===== src/rtl/dmem_arbiter_pkg.sv =====
// Shared types and constants for the data-memory arbiter and its access checker.
package dmem_arbiter_pkg;

    localparam logic [2:0] MEM_B  = 3'b000;
    localparam logic [2:0] MEM_H  = 3'b001;
    localparam logic [2:0] MEM_W  = 3'b010;
    localparam logic [2:0] MEM_BU = 3'b100;
    localparam logic [2:0] MEM_HU = 3'b101;

    // Width of the address held in a latched command.
    localparam int unsigned CMD_ADDR_W = 32;

    typedef enum logic [1:0] {StIdle, StGrant, StAccess, StResp} arb_state_t;

    typedef enum logic {PortC, PortD} port_id_t;

    typedef struct packed {
        logic                  we;
        logic [2:0]            typ;
        logic [CMD_ADDR_W-1:0] addr;
        logic [31:0]           wdata;
    } mem_cmd_t;

endpackage


===== src/rtl/dmem_arbiter_if.sv =====
// Requester-side handshake bundle: one instance per port (CPU or debug/loader).
interface dmem_arbiter_if #(
    parameter int unsigned ADDR_W = 32
);
    logic              req;
    logic              we;
    logic [2:0]        req_type;
    logic [ADDR_W-1:0] addr;
    logic [31:0]       wdata;
    logic              ack;
    logic              err;
    logic [31:0]       rdata;

    modport master (
        output req, we, req_type, addr, wdata,
        input  ack, err, rdata
    );

    modport slave (
        input  req, we, req_type, addr, wdata,
        output ack, err, rdata
    );
endinterface


===== src/rtl/dmem_arbiter_align_chk.sv =====
// Combinational legality check of a memory command: width code, store/unsigned
// combination, natural alignment and address range against a DEPTH-word memory.
module dmem_arbiter_align_chk
    import dmem_arbiter_pkg::*;
#(
    parameter int unsigned DEPTH  = 101,
    parameter int unsigned ADDR_W = 32
) (
    input  logic [2:0]        type_i,
    input  logic              we_i,
    input  logic [ADDR_W-1:0] addr_i,
    output logic              err_o
);

    localparam logic [ADDR_W-1:0] LIMIT = ADDR_W'(DEPTH * 4);

    logic bad_type;
    logic misalign;

    always_comb begin
        bad_type = 1'b1;
        misalign = 1'b0;
        case (type_i)
            MEM_B, MEM_BU: bad_type = 1'b0;
            MEM_H, MEM_HU: begin
                bad_type = 1'b0;
                misalign = addr_i[0];
            end
            MEM_W: begin
                bad_type = 1'b0;
                misalign = |addr_i[1:0];
            end
            default: bad_type = 1'b1;
        endcase
        // Unsigned widths exist for loads only.
        err_o = bad_type | (we_i & type_i[2]) | misalign | (addr_i >= LIMIT);
    end

endmodule


===== src/rtl/dmem_arbiter.sv =====
// Round-robin sequencer sharing the single-port data memory between the CPU port
// (C) and the debug/loader port (D); one registered request -> one memory cycle.
module dmem_arbiter
    import dmem_arbiter_pkg::*;
#(
    parameter int unsigned DEPTH  = 101,
    parameter int unsigned ADDR_W = CMD_ADDR_W
) (
    input  logic              clk,
    input  logic              reset,
    dmem_arbiter_if.slave     c_if,
    dmem_arbiter_if.slave     d_if,
    output logic              d_wr_en,
    output logic [2:0]        store_type,
    output logic [2:0]        load_type,
    output logic [ADDR_W-1:0] dAddr,
    output logic [31:0]       dWdata,
    input  logic [31:0]       dRdata
);

    arb_state_t  state_q;
    mem_cmd_t    cmd_q;
    port_id_t    port_q;
    port_id_t    last_q;
    logic        err_q;
    logic        c_ack_q, d_ack_q;
    logic        c_err_q, d_err_q;
    logic [31:0] c_rdata_q, d_rdata_q;
    logic        chk_err;
    logic        pick_c;

    // C wins unless D also requests and C was the port served last.
    assign pick_c = c_if.req & (~d_if.req | (last_q == PortD));

    dmem_arbiter_align_chk #(
        .DEPTH  (DEPTH),
        .ADDR_W (CMD_ADDR_W)
    ) u_align_chk (
        .type_i (cmd_q.typ),
        .we_i   (cmd_q.we),
        .addr_i (cmd_q.addr),
        .err_o  (chk_err)
    );

    always_ff @(posedge clk) begin
        if (reset) begin
            state_q   <= StIdle;
            cmd_q     <= '0;
            port_q    <= PortC;
            last_q    <= PortD;
            err_q     <= 1'b0;
            c_ack_q   <= 1'b0;
            d_ack_q   <= 1'b0;
            c_err_q   <= 1'b0;
            d_err_q   <= 1'b0;
            c_rdata_q <= '0;
            d_rdata_q <= '0;
        end else begin
            c_ack_q <= 1'b0;
            d_ack_q <= 1'b0;
            unique case (state_q)
                StIdle: begin
                    if (c_if.req || d_if.req) begin
                        if (pick_c) begin
                            port_q <= PortC;
                            cmd_q  <= '{we: c_if.we, typ: c_if.req_type,
                                        addr: CMD_ADDR_W'(c_if.addr), wdata: c_if.wdata};
                        end else begin
                            port_q <= PortD;
                            cmd_q  <= '{we: d_if.we, typ: d_if.req_type,
                                        addr: CMD_ADDR_W'(d_if.addr), wdata: d_if.wdata};
                        end
                        state_q <= StGrant;
                    end
                end
                StGrant: begin
                    err_q   <= chk_err;
                    state_q <= StAccess;
                end
                StAccess: begin
                    if (port_q == PortC) begin
                        if (!cmd_q.we && !err_q) c_rdata_q <= dRdata;
                        c_ack_q <= 1'b1;
                        c_err_q <= err_q;
                    end else begin
                        if (!cmd_q.we && !err_q) d_rdata_q <= dRdata;
                        d_ack_q <= 1'b1;
                        d_err_q <= err_q;
                    end
                    state_q <= StResp;
                end
                StResp: begin
                    last_q  <= port_q;
                    state_q <= StIdle;
                end
                default: state_q <= StIdle;
            endcase
        end
    end

    // Memory side is parked at a neutral word access whenever it is not ours.
    always_comb begin
        d_wr_en    = 1'b0;
        dAddr      = '0;
        dWdata     = '0;
        load_type  = MEM_W;
        store_type = MEM_W;
        if (state_q == StAccess) begin
            d_wr_en    = cmd_q.we & ~err_q & ~reset;
            dAddr      = ADDR_W'(cmd_q.addr);
            dWdata     = cmd_q.wdata;
            load_type  = cmd_q.typ;
            store_type = cmd_q.typ;
        end
    end

    assign c_if.ack   = c_ack_q;
    assign c_if.err   = c_err_q;
    assign c_if.rdata = c_rdata_q;
    assign d_if.ack   = d_ack_q;
    assign d_if.err   = d_err_q;
    assign d_if.rdata = d_rdata_q;

    // The granted requester must keep req high through its ack cycle.
    c_req_held_a: assert property (@(posedge clk) disable iff (reset)
        (state_q != StIdle && port_q == PortC) |-> c_if.req);
    d_req_held_a: assert property (@(posedge clk) disable iff (reset)
        (state_q != StIdle && port_q == PortD) |-> d_if.req);

endmodule


===== src/flat_wrapper.sv =====
// flat-port wrapper written by rule: the top's interface ports become plain ports
module dmem_arbiter_flat import dmem_arbiter_pkg::*;
#(
    parameter int unsigned DEPTH  = 101,
    parameter int unsigned ADDR_W = CMD_ADDR_W
)
  (clk, reset, d_wr_en, store_type, load_type, dAddr, dWdata, dRdata, c_if_req, c_if_we, c_if_req_type, c_if_addr, c_if_wdata, c_if_ack, c_if_err, c_if_rdata, d_if_req, d_if_we, d_if_req_type, d_if_addr, d_if_wdata, d_if_ack, d_if_err, d_if_rdata);
  dmem_arbiter_if #(.ADDR_W(ADDR_W)) c_if_i ();
  dmem_arbiter_if #(.ADDR_W(ADDR_W)) d_if_i ();
  input  logic clk;
  input  logic reset;
  output logic d_wr_en;
  output logic [2:0] store_type;
  output logic [2:0] load_type;
  output logic [ADDR_W-1:0] dAddr;
  output logic [31:0] dWdata;
  input  logic [31:0] dRdata;
  input wire logic [$bits(c_if_i.req)-1:0] c_if_req;
  input wire logic [$bits(c_if_i.we)-1:0] c_if_we;
  input wire logic [$bits(c_if_i.req_type)-1:0] c_if_req_type;
  input wire logic [$bits(c_if_i.addr)-1:0] c_if_addr;
  input wire logic [$bits(c_if_i.wdata)-1:0] c_if_wdata;
  output wire logic [$bits(c_if_i.ack)-1:0] c_if_ack;
  output wire logic [$bits(c_if_i.err)-1:0] c_if_err;
  output wire logic [$bits(c_if_i.rdata)-1:0] c_if_rdata;
  input wire logic [$bits(d_if_i.req)-1:0] d_if_req;
  input wire logic [$bits(d_if_i.we)-1:0] d_if_we;
  input wire logic [$bits(d_if_i.req_type)-1:0] d_if_req_type;
  input wire logic [$bits(d_if_i.addr)-1:0] d_if_addr;
  input wire logic [$bits(d_if_i.wdata)-1:0] d_if_wdata;
  output wire logic [$bits(d_if_i.ack)-1:0] d_if_ack;
  output wire logic [$bits(d_if_i.err)-1:0] d_if_err;
  output wire logic [$bits(d_if_i.rdata)-1:0] d_if_rdata;
  assign c_if_i.req = c_if_req;
  assign c_if_i.we = c_if_we;
  assign c_if_i.req_type = c_if_req_type;
  assign c_if_i.addr = c_if_addr;
  assign c_if_i.wdata = c_if_wdata;
  assign c_if_ack = c_if_i.ack;
  assign c_if_err = c_if_i.err;
  assign c_if_rdata = c_if_i.rdata;
  assign d_if_i.req = d_if_req;
  assign d_if_i.we = d_if_we;
  assign d_if_i.req_type = d_if_req_type;
  assign d_if_i.addr = d_if_addr;
  assign d_if_i.wdata = d_if_wdata;
  assign d_if_ack = d_if_i.ack;
  assign d_if_err = d_if_i.err;
  assign d_if_rdata = d_if_i.rdata;
  dmem_arbiter #(.DEPTH(DEPTH), .ADDR_W(ADDR_W)) u_core (.clk(clk), .reset(reset), .c_if(c_if_i), .d_if(d_if_i), .d_wr_en(d_wr_en), .store_type(store_type), .load_type(load_type), .dAddr(dAddr), .dWdata(dWdata), .dRdata(dRdata));
endmodule

===== config.mk =====
export PLATFORM = sky130hd
export DESIGN_NAME = dmem_arbiter_flat
export DESIGN_NICKNAME = d
export VERILOG_FILES = /design/src/rtl/dmem_arbiter_pkg.sv /design/src/rtl/dmem_arbiter_if.sv /design/src/rtl/dmem_arbiter_align_chk.sv /design/src/rtl/dmem_arbiter.sv /design/src/flat_wrapper.sv
export SDC_FILE = /design/constraint.sdc
export NUM_CORES = 1
export LEC_CHECK = 0
export BUFFER_PORTS_ARGS = -buffer_cell sky130_fd_sc_hd__buf_2
export CORE_ASPECT_RATIO = 1.2
export CORE_UTILIZATION = 40
export DETAILED_ROUTE_END_ITERATION = 16
export HOLD_SLACK_MARGIN = 0.06
export PLACE_DENSITY = 0.69
export RECOVER_POWER = 25
export SETUP_SLACK_MARGIN = 0.5
export SLEW_MARGIN = 20
export SYNTH_ARGS = -nofsm -noshare
export SYNTH_HDL_FRONTEND = slang
export SYNTH_SLANG_ARGS = --single-unit

===== constraint.sdc =====
create_clock -name clk -period 2.2 [get_ports clk]
set_input_delay 0.11 -clock clk [delete_from_list [all_inputs] [get_ports clk]]
set_output_delay 0.11 -clock clk [all_outputs]
set_load 0.05 [all_outputs]

Yosys cells after proc, flatten, opt, wreduce, memory -nomap -nowiden
Cells that the tools add are included.
Storage, ports and cells
  bits in registers: 141
  input port bits: 172
  word-level logic and storage cells: 63
Cells by class
  order comparisons: 1
  equal/unequal tests: 8
  mux-type cells: 12
  bitwise logic cells: 13
  reduce and logical (&&, ||, !) cells: 15
Operators with widths (count)
  2-to-1 mux 68 bit: 1
  2-to-1 mux 32 bit: 2
  greater-or-equal comparator 32 x 9 -> 1 bit, second input constant: 1
  one-hot mux 2 bit (4 select lines): 1
  equality test 3 bit, second input constant: 2
  AND reduction 2 bit: 3
  AND reduction 3 bit: 2
  OR reduction 2 bit: 3
  2-to-1 mux 1 bit: 5
  inverter 1 bit: 5
  OR reduction 5 bit: 1
  bitwise AND 1 bit: 4
  equality test 2 bit, second input constant: 2
  OR 1 bit: 4
  equality test 3 x 1 -> 1 bit, second input constant: 1
  equality test 3 x 2 -> 1 bit, second input constant: 1
  logical NOT 3 bit: 1
  2-to-1 mux 3 bit: 1
  equality test 2 x 1 -> 1 bit, second input constant: 1
  logical NOT 1 bit: 2
  logical NOT 2 bit: 1
  2-to-1 mux 2 bit: 1
  inequality test 2 x 1 -> 1 bit, second input constant: 1
  one-hot mux 1 bit (2 select lines): 1
  2 further kinds: 2

Longest topological paths before layout
Gate-level depths: netlist of run 1.
  word-level depth: 6
  gate-level depth with buffers: 7
  mapped depth without buffers: 5

Hierarchy
A second synthesis of run 1 with hierarchy kept.
Second synthesis, totals
  cell total of the unflattened synthesis: 812
  area, all modules: 6381.1 µm²
By module, submodules not included
  dmem_arbiter: instances 1, cells an instance 798, area an instance 6288.5 µm², sequential area each 2822.7 µm²
  dmem_arbiter_align_chk: instances 1, cells an instance 14, area an instance 92.6 µm², sequential area each 0.0 µm²

Least setup slack after synthesis of run 1
No wires, ideal clock.
  path kind: register to output
  from: reg u_core.state_q[0]
  to: out d_wr_en
  arrival time: 2582 ps
  data required time: 2090 ps
  path slack: -492 ps
  cell stages (with the launch flop): 6
  path through: dfxtp_1 -> inv_1 -> ha_1 -> buf_2 -> clkbuf_1 -> nor4bb_1
Between the ends
  word-level cells in the longest chain between the ends: 2
Ends and longest elaborated chain
  start: declaration: RTL line dmem_arbiter.sv:21  | arb_state_t state_q;
  start signal: assignment: RTL line dmem_arbiter.sv:47  | state_q <= StIdle;
  start signal: assignment: RTL line dmem_arbiter.sv:73  | state_q <= StGrant;
  start signal: assignment: RTL line dmem_arbiter.sv:78  | state_q <= StAccess;
  equality test 2 bit: RTL line dmem_arbiter.sv:108  | if (state_q == StAccess) begin
  2-to-1 mux 1 bit: RTL line dmem_arbiter.sv:108
  end: declaration: RTL line flat_wrapper.sv:12  | output logic d_wr_en;
No other way between the ends.

Worst setup path after layout of run 1
  from: reg u_core.state_q[0]
  to: reg u_core.cmd_q[11] (netlist bit)
Between the ends
  word-level cells in the longest chain between the ends: 2
Ends and longest elaborated chain
  logical NOT 2 bit: RTL line dmem_arbiter.sv:61  | unique case (state_q)
  AND reduction 2 bit (no line)
  end signal: assignment: RTL line dmem_arbiter.sv:66  | cmd_q <= '{we: c_if.we, typ: c_if.req_type,
  end signal: assignment: RTL line dmem_arbiter.sv:70  | cmd_q <= '{we: d_if.we, typ: d_if.req_type,
  end: declaration: RTL line dmem_arbiter.sv:22  | mem_cmd_t cmd_q;
No other way between the ends.
A chain may end at the register's enable or synchronous reset.

==> results of run 1 <==
cells in the final DEF, fill, tap and decap left out, types with 22 or more instances in the layout:
master         instances
a21oi_1               42
a21oi_2               24
a311oi_1              61
and2_4                62
buf_2                171
buf_8                 56
clkbuf_1              72
clkbuf_16             22
dfxtp_1              140
dlygate4sd3_1        169
nand2_1              105
nand3b_1              68
nor2_1                71
o21ai_0               65
through the flow:
step                      total power, mW  instance area [sq um]  cells  hold WS, ns  worst slack [ns]
after floorplan                      6.34                   6580    809        0.246             0.362
after global placement               7.27                   8220   1258        0.364             0.463
after detailed placement             7.31                   8220   1258        0.369             0.425
after CTS                            11.4                  11400   1471        0.133             0.394
after global routing                 12.8                  12000   1485        0.181             0.220
final                                12.4                  12000   1486        0.177             0.288
worst max-delay path: stages, from the launching register on:
cell and delay, ns:
dfxtp_1 0.39, inv_4 0.05, buf_4 0.13, ha_1 0.24
o21a_4 0.19, buf_4 0.16, clkbuf_16 0.20, a311oi_1 0.42
worst max path at each step:
stage / to / slack, ns
floorplan: d_wr_en / 0.36
global placement: u_core.c_if.rdata[18] / 0.46
detailed placement: u_core.c_if.rdata[16] / 0.43
CTS: d_wr_en / 0.39
global route: u_core.cmd_q[11] / 0.22
finish: u_core.cmd_q[11] / 0.29
report_power, final:
group | switching, mW | leakage [nW] | internal [mW] | total [mW]
clock | 1.12 | 0.302 | 1.97 | 3.08
sequential | 0.559 | 1.16 | 3.16 | 3.71
combinational | 3.23 | 3.41 | 2.35 | 5.58
per-layer routing:
layer  part of all wire, %  GRT usage [%]  vias to the layer above
met5                     0              0                        -
met4                   6.2           17.7                        0
met3                   8.7           7.69                      189
met2                    50           54.9                      680
met1                    35           33.7                     4040
li1                      -              -                     3756
flip-flops by register name, summed over array words and instances, names as in the netlist:
signal and cells:
u_core.d_if.err 1, u_core.c_if.ack 1, u_core.cmd_q 68, u_core.d_if.rdata 32, u_core.c_if.err 1, u_core.d_if.ack 1, u_core.last_q 1, u_core.err_q 1
u_core.c_if.rdata 32, u_core.port_q 1, u_core.state_q 2
area by class of cell:
type | instances | area (sq um)
multi-input cells | 577 | 3780
clock inverters | 9 | 159
clock buffers | 23 | 468
diodes | 1 | 2.50
fillers | 967 | 3800
flip-flops and latches | 141 | 2820
well taps | 208 | 260
inverters | 4 | 17.5
repair buffers | 523 | 4520
cell families after synthesis:
| group | count (synthesis) | synth area share (%) |
|---|---|---|
| AOI/OAI and AO/OA | 214 | 20.9 |
| adders and majority gates | 4 | 0.763 |
| buffers and inverters | 92 | 6.70 |
| DFF | 141 | 43.0 |
| muxes | 1 | 0.153 |
| and+or+nand+nor | 357 | 28.4 |
timing repair:
item | CTS | global route
setup buffers | 7 | 7
hold endpoints to repair | 133 | 0
hold buffers | 169 | 0
gates resized for setup | 202 | 152
endpoints found under the setup margin | 135 | 201
pin swaps | 25 | 31
cloned | 5 | 7
==> results.sh, run 1 <==
export IMPL_required_ns=2.48
export IMPL_syn_num_nets=985
export IMPL_clk_pin_slew_ns=0.07
export IMPL_rows=50
export IMPL_dr_pass1_iters=10
export IMPL_synth_top_cell_by_area="dfxtp_1"
export IMPL_worstMarginPinSlew_ns=0.753
export IMPL_r2r_end="u_core.cmd_q[11]"
export IMPL_yosysTopAreaCellShare_pct=43.0
export IMPL_ys_types=46
export IMPL_cts_root_buffer="clkbuf_16"
export IMPL_r2r_start="u_core.state_q[0]"
export IMPL_track_usage_pct=31.0
export IMPL_cp_end_kind="flip-flop"
export IMPL_p_per_area_nw_per_um2=1030
export IMPL_clock_sinks=141
export IMPL_final_layout_size_suffix_gt1_share_pct=34.8
export IMPL_area_growth_pct=83.3
export IMPL_antenna_found_initial=0
export IMPL_reg2reg_depth=7
export IMPL_grt_overflow=0
export IMPL_postRouteAntennaNets=0
export IMPL_drt_iter0_markers=820
export IMPL_synth_commonest_cells="dfxtp_1 (141), nand2_1 (130), nor2_1 (71)"
export IMPL_yosysMostFrequentCell="dfxtp_1"
export IMPL_netlist_area_sq_um=6560
export IMPL_fmax_mhz=523
export IMPL_core_sq_um=15800
export IMPL_die_area_sq_um=16900
export IMPL_setup_viol=0
export IMPL_drv_slew=0
export IMPL_gp_congestion=0.826
export IMPL_ys_flop_type="dfxtp_1"
export IMPL_hold_depth=2
export IMPL_syn_avg_cell_area_sq_um=8.11
export IMPL_hold_viol_final=0
export IMPL_r2r_setup_slack_ns=0.29
export IMPL_holdCritStartpoint="reset"
export IMPL_drc=0
export IMPL_detailed_place_hpwl_mm=14.1
export IMPL_clock_path_buffers=2
export IMPL_period_needed_ns=1.91
export IMPL_vias_per_cell=5.83
export IMPL_fin_tns_setup_ns=0
export IMPL_die_w_um=119
export IMPL_vias=8665
export IMPL_p_leak_nw=4.86
export IMPL_die_y_um=142
export IMPL_numCtsBuffers=17
export IMPL_ys_top_cells_by_area="dfxtp_1 (43%), a311oi_1 (8.8%), nand3b_1 (7.8%)"
export IMPL_ys_warn_count=0
export IMPL_clock_latency_ns=0.42
export IMPL_port_buffers=310
export IMPL_fin_util_pct=76.0
export IMPL_min_period_over_period_pct=86.9
export IMPL_htreeDepth=4
export IMPL_synth_edf_count=0
export IMPL_rsz0062_at_grt="yes"
export IMPL_cts_tree="built"
export IMPL_worstSetupPathType="reg2reg"
export IMPL_min_path_type="in2reg"
export IMPL_maxSlewHeadroom_pct=50.0
export IMPL_seq_area_frac_synth_pct=43.0
export IMPL_grt_max_degree=57
export IMPL_initial_utilization_pct=41.4
export IMPL_status="finished, final reports clean"
export IMPL_hold_end="u_core.d_if.err"
export IMPL_cp_max_fo=28
export IMPL_grt_pass1_wl_mm=41.1
export IMPL_cp_arrival_ns=2.19
export IMPL_critical_path_startpoint="u_core.state_q[0]"
export IMPL_drt_wl_total_mm=30.7
export IMPL_grt_pass1_vias=8063
export IMPL_fin_nets=1440
export IMPL_async_flop_share_pct=0
export IMPL_max_vdd_ir_drop_v=0.000727
export IMPL_ys_ff_latch=141
export IMPL_cp_start_kind="flip-flop"
export IMPL_boundaryPins=311
export IMPL_drv_cap=0
export IMPL_skew_ns=0.0157
export IMPL_post_drt_wl_per_cell_um=20.7
export IMPL_synth_cells=809
Note: power is estimated with default switching activity, not from simulation.
==> run 2: changes to the inputs <==
--- a/config.mk
+++ b/config.mk
@@ -5,9 +5,11 @@
 export SDC_FILE = /design/constraint.sdc
 export NUM_CORES = 1
 export LEC_CHECK = 0
+export ABC_AREA = 1
 export BUFFER_PORTS_ARGS = -buffer_cell sky130_fd_sc_hd__buf_2
 export CORE_ASPECT_RATIO = 1.2
 export CORE_UTILIZATION = 40
+export CTS_BUF_LIST = sky130_fd_sc_hd__clkbuf_8
 export DETAILED_ROUTE_END_ITERATION = 16
 export HOLD_SLACK_MARGIN = 0.06
 export PLACE_DENSITY = 0.69
==> results.sh, run 2 <==
export IMPL_status="finished, final reports clean"
export IMPL_ys_top_cells_by_area="dfxtp_1 (44%), nand2_1 (13%), nor2_1 (8.8%)"
export IMPL_r2r_start="u_core.state_q[0]"
export IMPL_drt_wl_total_mm=27.6
export IMPL_core_sq_um=15700
export IMPL_track_usage_pct=28.8
export IMPL_fin_tns_setup_ns=0
export IMPL_min_period_over_period_pct=82.7
export IMPL_die_w_um=118
export IMPL_synth_top_family_by_area="simple AND/OR/NAND/NOR gates"
export IMPL_hold_viol_final=0
export IMPL_grt_pass1_wl_mm=38.4
export IMPL_drt_iter0_markers=749
export IMPL_final_cell_mix="nand2_1 (191), buf_2 (173), dlygate4sd3_1 (171), nor2_1 (152), dfxtp_1 (140)"
export IMPL_period_needed_ns=1.82
export IMPL_synth_cells=957
export IMPL_setup_viol=0
export IMPL_clock_latency_ns=0.44
export IMPL_synth_mux_area_share_pct=0
export IMPL_vias_per_cell=5.13
export IMPL_detailed_place_hpwl_mm=13.5
export IMPL_fin_nets=1602
export IMPL_grt_overflow=0
export IMPL_final_common_cell="nand2_1"
export IMPL_ys_warn_count=0
export IMPL_die_y_um=141
export IMPL_die_area_sq_um=16700
export IMPL_max_vdd_ir_drop_v=0.000680
export IMPL_drv_cap=0
export IMPL_cp_max_fo=5
export IMPL_ys_types=21
export IMPL_ys_ff_latch=141
export IMPL_yosysTopAreaCellShare_pct=43.7
export IMPL_cp_arrival_ns=1.71
export IMPL_grt_pass1_vias=7936
export IMPL_maxSlewHeadroom_pct=52.5
export IMPL_antenna_found_initial=0
export IMPL_async_flop_share_pct=0
export IMPL_design_area_sq_um=11400
export IMPL_drc=0
export IMPL_netlist_area_sq_um=6460
export IMPL_rows=50
export IMPL_synth_top_cell_by_area="dfxtp_1"
export IMPL_dr_pass1_iters=8
export IMPL_worstMarginPinSlew_ns=0.715
export IMPL_gp_congestion=0.834
export IMPL_postRouteAntennaNets=0
export IMPL_fillCellCount=1126
export IMPL_p_per_area_nw_per_um2=1030
export IMPL_cp_start_kind="flip-flop"
export IMPL_clk_pin_slew_ns=0.08
export IMPL_cts_tree="built"
export IMPL_yosysMostFrequentCell="nand2_1"
export IMPL_numCtsBuffers=17
export IMPL_post_drt_wl_per_cell_um=16.8
export IMPL_min_path_type="in2reg"
export IMPL_syn_num_nets=1133
export IMPL_area_growth_pct=76.6
export IMPL_grt_max_degree=66
export IMPL_syn_avg_cell_area_sq_um=6.75
export IMPL_seq_area_frac_synth_pct=43.7
export IMPL_clock_sinks=141
export IMPL_synth_edf_count=0
export IMPL_cp_end_kind="output port"
export IMPL_port_buffers=310
export IMPL_top_register="u_core.cmd_q"
export IMPL_final_layout_size_suffix_gt1_share_pct=27.4
export IMPL_yosys_area_share_xor_xnor_pct=0
export IMPL_synth_commonest_cells="nand2_1 (222), nor2_1 (152), dfxtp_1 (141)"
export IMPL_p_leak_nw=6.20
export IMPL_skew_ns=0.0129
export IMPL_largest_reg_flops=68
export IMPL_antenna_diode_count=0
export IMPL_rsz0062_at_grt="yes"
export IMPL_holdCritStartpoint="d_if_req"
export IMPL_clock_path_buffers=2
export IMPL_vias=8451
export IMPL_cts_root_buffer="clkbuf_8"
export IMPL_synth_simple_area_share_pct=27.9
export IMPL_boundaryPins=311
export IMPL_drv_slew=0
export IMPL_htreeDepth=4
export IMPL_ys_flop_type="dfxtp_1"
export IMPL_fmax_mhz=550
export IMPL_initial_utilization_pct=41.1
export IMPL_critical_path_startpoint="u_core.state_q[0]"
export IMPL_required_ns=2.09
export IMPL_worstSetupPathType="reg2out"
export IMPL_synth_adder_area_share_pct=0.775
export IMPL_hold_slack_ns=0.171
export IMPL_placed_area_sq_um=8190
export IMPL_synth_compound_area_share_pct=14.0
[run 2: changes by cell type in the layout (fill, tap and decap cells not counted), moves of 25 or more]
cell / previous run / this run
a21oi_1: 42 / 5
a311oi_1: 61 / 0
and2_4: 62 / 0
buf_6: 16 / 41
inv_1: 2 / 105
inv_2: 1 / 41
nand2_1: 105 / 191
nand3_1: 1 / 73
nand3b_1: 68 / 0
nor2_1: 71 / 152
o211ai_1: 0 / 68
[run 2: final timing paths]
check,endpoint,slack (ns),cells past startpoint
setup / recovery,load_type[2],0.38,7
hold / removal,u_core.state_q[0],0.17,5
setup reg to reg,u_core.c_if.rdata[15],0.46,10
hold reg to reg,u_core.d_if.err,0.48,2
[run 2: layer usage]
layer  up-vias  wire length [um]  GRT usage [%]
li1       3916                 -              -
met1      3849             10200           31.8
met2       543             13700           50.2
met3       143              2010           7.44
met4         0              1670           16.4
met5         -                 0              0
[run 2: kinds of logic (layout without fill, tap and decap cells)]
kind of cell	count (synthesis)	in the layout
and+or+nand+nor	451	451
adders and majority gates	4	4
buffers and inverters	216	698
AOI/OAI and AO/OA	145	145
DFF	141	141
[run 2: power by group]
| part | switching [mW] | total, mW | internal [mW] |
|---|---|---|---|
| clock | 1.10 | 2.16 | 1.07 |
| sequential | 0.573 | 3.82 | 3.24 |
| combinational | 3.71 | 5.80 | 2.09 |
[run 2: cell type report]
class                   count  area [sq um]  area share (%)
inverters                 149           573            5.03
well taps                 208           260            2.28
flip-flops and latches    141          2820            24.8
repair buffers            517          4300            37.7
clock inverters            14           160            1.40
clock buffers              18           248            2.17
multi-input cells         600          3040            26.7
[run 2: metrics by stage]
| step | utilization, % | power (mW) | setup slack, ns | std cells |
|---|---|---|---|---|
| floorplan | - | 6.86 | 0.504 | 957 |
| global placement | 52.1 | 8.01 | 0.480 | 1423 |
| detailed placement | 52.1 | 8.05 | 0.407 | 1423 |
| CTS | 68.6 | 10.9 | 0.421 | 1632 |
| global route | 72.6 | 12.3 | 0.319 | 1647 |
| finish | 72.6 | 11.8 | 0.381 | 1647 |
[run 2: critical path, cell delays in order, from the launching register on]
cell and delay [ns]:
dfxtp_1 0.36, inv_2 0.06, ha_4 0.18, buf_6 0.14, buf_12 0.14, nand2_4 0.08, clkinvlp_4 0.13, buf_8 0.18
[run 2: repair_timing]
| item | CTS | global route |
|---|---|---|
| gates resized for setup | 124 | 161 |
| endpoints found under the hold margin | 138 | 0 |
| endpoints found under the setup margin | 92 | 189 |
| pin swaps | 0 | 30 |
| gates cloned | 2 | 5 |
| hold buffers | 171 | 0 |
| setup buffers | 4 | 10 |
